**src/rtl/jtcop_snlatch_pkg.sv**
```systemverilog
// Shared definitions for the main-to-sound command latch: FSM encodings and counter sizing.
package jtcop_snlatch_pkg;

  localparam logic [1:0] IDLE  = 2'd0;
  localparam logic [1:0] PULSE = 2'd1;
  localparam logic [1:0] GAP   = 2'd2;

  typedef enum logic [1:0] {
    S_IDLE  = IDLE,
    S_PULSE = PULSE,
    S_GAP   = GAP
  } state_t;

  function automatic int cnt_w(input int len, input int gap);
    return $clog2(((len > gap) ? len : gap) + 1);
  endfunction

endpackage

```
**src/rtl/jtcop_snlatch_fifo.sv**
```systemverilog
// Circular command buffer for the sound latch, depth 2**AW. Pointers carry one
// extra wrap bit so full and empty are told apart without a separate counter.
module jtcop_snlatch_fifo #(
  parameter int AW = 2
) (
  input  logic       clk,
  input  logic       rst,
  input  logic       push,
  input  logic       pop,
  input  logic [7:0] din,
  output logic [7:0] head,
  output logic       empty,
  output logic       full,
  output logic       last
);

  logic [7:0]  mem [2**AW];
  logic [AW:0] wp, rp;
  logic [AW:0] used;

  assign used  = wp - rp;
  assign empty = (wp == rp);
  assign full  = (wp[AW] != rp[AW]) && (wp[AW-1:0] == rp[AW-1:0]);
  assign last  = (used == (AW+1)'(1));
  assign head  = mem[rp[AW-1:0]];

  always_ff @(posedge clk or posedge rst) begin
    if (rst) begin
      wp <= '0;
      rp <= '0;
    end else begin
      if (push) wp <= wp + 1'b1;
      if (pop)  rp <= rp + 1'b1;
    end
  end

  // Storage needs no reset: an empty buffer is never shown on the latch.
  always_ff @(posedge clk) begin
    if (push) mem[wp[AW-1:0]] <= din;
  end

endmodule

```
**src/rtl/jtcop_snlatch.sv**
```systemverilog
// Main-CPU to sound-CPU command latch with NMI pulse generation.
// Define JTCOP_SNLATCH_FIFO_EN to queue commands instead of a single register.
//
// state | meaning
// IDLE  | waiting for a signalled command
// PULSE | snreq held high for NMI_LEN cycles
// GAP   | snreq held low for NMI_GAP cycles before another pulse
module jtcop_snlatch
  import jtcop_snlatch_pkg::*;
#(
  parameter int NMI_LEN = 16,
  parameter int NMI_GAP = 8,
  parameter int FIFO_AW = 2
) (
  input  logic       clk,
  input  logic       rst,
  input  logic       main_wr,
  input  logic [7:0] main_din,
  input  logic       snd_rd,
  output logic [7:0] latch,
  output logic       snreq,
  output logic       pending,
  output logic       overflow
);

  localparam int CW = cnt_w(NMI_LEN, NMI_GAP);
  localparam logic [CW-1:0] LEN_LD = CW'(NMI_LEN - 1);
  localparam logic [CW-1:0] GAP_LD = CW'(NMI_GAP - 1);

  if (NMI_LEN < 2 || NMI_GAP < 1 || FIFO_AW < 1) begin : g_bad_param
    $error("jtcop_snlatch: NMI_LEN>=2, NMI_GAP>=1, FIFO_AW>=1 required");
  end

  logic main_wr_l, snd_rd_l;
  logic wr_ev, rd_ev;
  logic set_pend;

  always_ff @(posedge clk or posedge rst) begin
    if (rst) begin
      main_wr_l <= 1'b0;
      snd_rd_l  <= 1'b0;
    end else begin
      main_wr_l <= main_wr;
      snd_rd_l  <= snd_rd;
    end
  end

  assign wr_ev = main_wr & ~main_wr_l;
  assign rd_ev = snd_rd_l & ~snd_rd;

`ifdef JTCOP_SNLATCH_FIFO_EN
  logic       empty, full, last;
  logic [7:0] head;
  logic       pop, push_ok, more;

  assign pop     = rd_ev & ~empty;
  assign push_ok = wr_ev & (~full | pop);
  // Entries still queued after a pop each need their own NMI.
  assign more    = pop & (~last | push_ok);

  jtcop_snlatch_fifo #(.AW(FIFO_AW)) u_fifo (
    .clk   (clk),
    .rst   (rst),
    .push  (push_ok),
    .pop   (pop),
    .din   (main_din),
    .head  (head),
    .empty (empty),
    .full  (full),
    .last  (last)
  );

  assign latch    = empty ? 8'd0 : head;
  assign pending  = ~empty;
  assign set_pend = push_ok | more;

  always_ff @(posedge clk or posedge rst) begin
    if (rst)                   overflow <= 1'b0;
    else if (wr_ev & ~push_ok) overflow <= 1'b1;
  end
`else
  assign set_pend = wr_ev;

  always_ff @(posedge clk or posedge rst) begin
    if (rst) begin
      latch    <= 8'd0;
      pending  <= 1'b0;
      overflow <= 1'b0;
    end else begin
      if (wr_ev) begin
        latch   <= main_din;
        pending <= 1'b1;
        if (pending & ~rd_ev) overflow <= 1'b1;
      end else if (rd_ev) begin
        pending <= 1'b0;
      end
    end
  end
`endif

  state_t        state;
  logic [CW-1:0] cnt;
  logic          sig_pend;
  logic          start;

  // A request waiting at the end of the gap starts straight away so the low
  // time between back-to-back pulses is exactly NMI_GAP.
  assign start = sig_pend & ((state == S_IDLE) ||
                             (state == S_GAP && cnt == '0));

  always_ff @(posedge clk or posedge rst) begin
    if (rst) begin
      state <= S_IDLE;
      cnt   <= '0;
      snreq <= 1'b0;
    end else begin
      case (state)
        S_IDLE: begin
          if (start) begin
            state <= S_PULSE;
            cnt   <= LEN_LD;
            snreq <= 1'b1;
          end
        end
        S_PULSE: begin
          if (cnt == '0) begin
            state <= S_GAP;
            cnt   <= GAP_LD;
            snreq <= 1'b0;
          end else begin
            cnt <= cnt - 1'b1;
          end
        end
        S_GAP: begin
          if (cnt == '0) begin
            if (start) begin
              state <= S_PULSE;
              cnt   <= LEN_LD;
              snreq <= 1'b1;
            end else begin
              state <= S_IDLE;
            end
          end else begin
            cnt <= cnt - 1'b1;
          end
        end
        default: begin
          state <= S_IDLE;
          cnt   <= '0;
          snreq <= 1'b0;
        end
      endcase
    end
  end

  // A new command arriving as the FSM starts must survive for its own pulse.
  always_ff @(posedge clk or posedge rst) begin
    if (rst)           sig_pend <= 1'b0;
    else if (set_pend) sig_pend <= 1'b1;
    else if (start)    sig_pend <= 1'b0;
  end

endmodule

```
**config.mk**
```make
export PLATFORM = sky130hd
export DESIGN_NAME = jtcop_snlatch
export DESIGN_NICKNAME = d
export VERILOG_FILES = /design/src/rtl/jtcop_snlatch_pkg.sv /design/src/rtl/jtcop_snlatch_fifo.sv /design/src/rtl/jtcop_snlatch.sv
export SDC_FILE = /design/constraint.sdc
export NUM_CORES = 1
export LEC_CHECK = 0
export ABC_AREA = 0
export CORE_MARGIN = 3
export CORE_UTILIZATION = 43
export CTS_CLUSTER_DIAMETER = 60
export DETAILED_ROUTE_END_ITERATION = 6
export GPL_TIMING_DRIVEN = 0
export PLACE_DENSITY = 0.69
export SLEW_MARGIN = 5
export SYNTH_ARGS = -nofsm -noshare
export SYNTH_HDL_FRONTEND = slang
export SYNTH_SLANG_ARGS = --single-unit
```
**constraint.sdc**
```tcl
create_clock -name clk -period 1.8 [get_ports clk]
set_clock_uncertainty 0.15 [all_clocks]
set_input_delay 0.27 -clock clk [delete_from_list [all_inputs] [get_ports clk]]
set_output_delay 0.27 -clock clk [all_outputs]
set_load 0.005 [all_outputs]
```
==> results.py <==
metrics = {
    "setup_path": {
        "critPathMaxFanout": 7,
        "crit_slowest_cell": "or4b_4",
        "timing.critical_path.to_type": "flop",
        "worst-endpoint-required_ns": 1.85,
        "kind_of_critical_path": "reg -> reg",
        "cp-start-kind": "flop",
        "crit_path_cell_trace": "inv_2, ha_4, or4b_4, nor3_2, o21ai_1, and3_1",
        "cpPeakStageDelay_ns": 0.52,
        "timing.critical_path.arrival_ns": 1.84,
    },
    "placement": {
        "portBuffers": 22,
        "place.gp.congestion": 0.828,
        "placed_cells": 156,
        "dp.final_hpwl_um": 1460,
        "detailed_place.area_sq_um": 1250,
    },
    "pwr": {
        "static-leakage-power_nw": 0.573,
        "maximum_vdd_ir_drop_uv": 833,
        "power.density_cell_area_nw_per_um2": 1240,
    },
    "sta": {
        "tns_ns": 0,
        "fin_hold_ws_ns": 0.253,
        "setup_viol": 0,
        "achievable-frequency_ghz": 0.557,
        "period_share_pct": 99.7,
        "rsz0062_at_grt": "true",
        "hold_viol": 0,
        "timing_worst_slew_pin_value_ns": 0.771,
        "maxSlewHeadroom_pct": 48.5,
        "timing.final.crit_period_ns": 1.79,
        "timing_max_transition_violations_final": 0,
    },
    "yosys": {
        "synthesis.instances": 107,
        "synth_cell_type_count": 29,
        "syn_area_per_cell_sq_um": 9.12,
        "synth_seq_cells": 21,
        "share_of_synthesized_area_occupied_by_flip_flops_and_latches_pct": 53.8,
        "syn_nets": 120,
        "synth-warning-count": 0,
        "post_synth_instance_area_sq_um": 976,
    },
    "finish": {
        "n_fill_cell": 162,
        "drive_above_1_share_pct": 9.63,
        "insertedDiodeCount": 0,
        "final_nets": 149,
        "postLayoutCellArea_sq_um": 1310,
        "final-instance-count-excl-fill": 162,
        "layout.core_utilization_pct": 63.5,
        "area_growth_syn_to_layout_pct": 34.2,
        "layout.cells.most_common_list": "nand2_1, clkdlybuf4s50_1, dfrtp_1, clkbuf_1, a21oi_1",
        "most_common_cell_after_layout_fill_and_taps_aside": "nand2_1",
    },
    "global_routing": {
        "grt_overflow_total": 0,
        "number_of_antenna_violations_at_the_first_check_in_global_routing": 0,
        "groute.layer.met1.usage_pct": 19.9,
        "most_used_routing_layer_in_global_routing": "met2",
        "grt_max_degree": 22,
        "grt.total_usage_pct": 16.0,
        "met3_usage_pct": 4.16,
        "grt_pass1_wl_um": 3360,
        "grt_util_met2_pct": 28.2,
        "grt_pass1_vias": 784,
    },
    "floorplanning": {
        "fp.dieArea_sq_um": 2880,
        "std_cell_rows": 16,
        "boundaryPins": 23,
        "die-width_um": 53.6,
        "initial_core_util_pct": 47.3,
        "die_h_um": 53.6,
        "floorplan.core_area_sq_um": 2060,
    },
    "routing": {
        "drt_pass1_iterations": 4,
        "detail_route.wirelength_um": 2010,
        "final_antenna_net_count": 0,
        "via_count": 833,
        "remaining_drc_errors": 0,
        "detail_route.iter0.violations": 9,
        "avgRoutedWirePerCell_um": 12.4,
        "drt-vias-per-instance": 5.14,
    },
    "clock_tree": {
        "cts.sink_count": 21,
        "clock_pin_slew_reported_for_the_worst_setup_and_hold_paths_after_clock_tree_synthesis_ns": 0.11,
        "cts_tree": "yes",
        "hold_buffers": 0,
        "cts_inserted_buffers": 3,
        "cts_max_path_buffers": 2,
        "clock_tree.htree_level_count": 1,
        "clockRootBuffer": "clkbuf_4",
        "clkLatencyLatePin_ns": 0.29,
    },
    "outcome": {
        "run_status": "finished, final reports clean",
    },
    "flow_run": {
        "drv_cap": 0,
    },
    "hold_path": {
        "worst_hold_path_type": "in -> async",
    },
}
==> final timing paths <==
check                      startpoint       end  slack, ns  depth (start not counted)
setup / recovery               cnt[1]    cnt[0]      0.006                          6
max in group asynchronous         rst  latch[1]       0.77                          2
hold reg to reg              latch[6]  latch[6]       0.34                          2
hold / removal                    rst    cnt[2]       0.25                          2
min in group clk               snd_rd  snd_rd_l       0.28                          1
setup reg to reg               cnt[1]    cnt[0]      0.006                          6
==> cells in the mapped netlist <==
master | number | area, sq um
nand2_1 | 28 | 105
xnor2_1 | 1 | 8.76
o41ai_1 | 1 | 8.76
a211o_1 | 1 | 8.76
or3_1 | 1 | 6.26
nor3_1 | 3 | 15.0
a21o_1 | 2 | 15.0
ha_1 | 1 | 12.5
o21bai_1 | 1 | 7.51
or4b_1 | 1 | 10.0
nor2b_1 | 4 | 25.0
a21oi_1 | 6 | 30.0
nor4b_2 | 1 | 15.0
o22ai_1 | 3 | 18.8
o21ai_0 | 4 | 20.0
or3b_1 | 1 | 8.76
inv_1 | 5 | 18.8
or4_1 | 1 | 7.51
clkbuf_1 | 6 | 22.5
and3_1 | 1 | 6.26
and2_1 | 3 | 18.8
a2bb2oi_1 | 1 | 8.76
nand3_1 | 1 | 5.00
a311oi_1 | 1 | 8.76
nand2b_1 | 2 | 12.5
dfrtp_1 | 21 | 526
nor2_1 | 3 | 11.3
buf_2 | 1 | 5.00
o21ai_1 | 2 | 10.0
==> worst max-delay path, delay by kind of cell (launching register included) <==
kind	cells	cell delay, ns
buffers and inverters	1	0.10
adders and majority gates	1	0.15
DFF	1	0.42
and+or+nand+nor	3	0.82
AOI/OAI and AO/OA	1	0.07
==> layout make-up <==
class,count,area (sq um),share of cell area [%]
multi-input cells,74,440,33.6
clock buffers,4,26.3,2.01
flip-flops and latches,21,526,40.1
well taps,27,33.8,2.58
plain buffers,6,22.5,1.72
inverters,5,18.8,1.43
repair buffers,25,243,18.5
==> through the flow <==
step / setup WS, ns / power (W)
after floorplan: 0.00399 / 0.00110
after global routing: -0.0852 / 0.00177
after global placement: -0.0781 / 0.00128
final: 0.00601 / 0.00163
after detailed placement: -0.0948 / 0.00130
after CTS: 0.000736 / 0.00157
==> logic make-up (layout without fill, tap and decap cells) <==
| group | Yosys count | count (layout) | share of synthesized area [%] |
|---|---|---|---|
| adder cells (fa/ha/maj) | 1 | 1 | 1.28 |
| flip-flops | 21 | 21 | 53.8 |
| XOR/XNOR | 1 | 1 | 0.898 |
| AO/OA/AOI/OAI | 22 | 22 | 14.0 |
| buffers and inverters | 12 | 40 | 4.74 |
| AND/OR/NAND/NOR | 50 | 50 | 25.3 |
==> sequential cells by signal, summed over array words and instances (netlist names) <==
register,count
latch,8
cnt,5
state,2
main_wr_l,1
overflow,1
pending,1
sig_pend,1
snd_rd_l,1
snreq,1
==> what timing repair did <==
action                                  in CTS  in global routing
resized for setup                            4                  1
pin swaps                                    1                  2
endpoints found under the hold margin        0                  0
buffers inserted                             0                  3
endpoints found under the setup margin       6                  5
gates cloned                                 0                  0
==> power by group <==
part / internal [W] / switching, W
Sequential: 0.000582 / 0.000109
Clock: 0.0000861 / 0.000133
Combinational: 0.000390 / 0.000327
Total: 0.00106 / 0.000568
==> layer usage <==
| metal | part of all wire, % | routed length (um) |
|---|---|---|
| met1 | 46 | 932 |
| met2 | 48 | 960 |
| met3 | 5.3 | 107 |
| met4 | 0.45 | 9 |
| met5 | 0 | 0 |
Note: power is estimated with default switching activity, not from simulation.
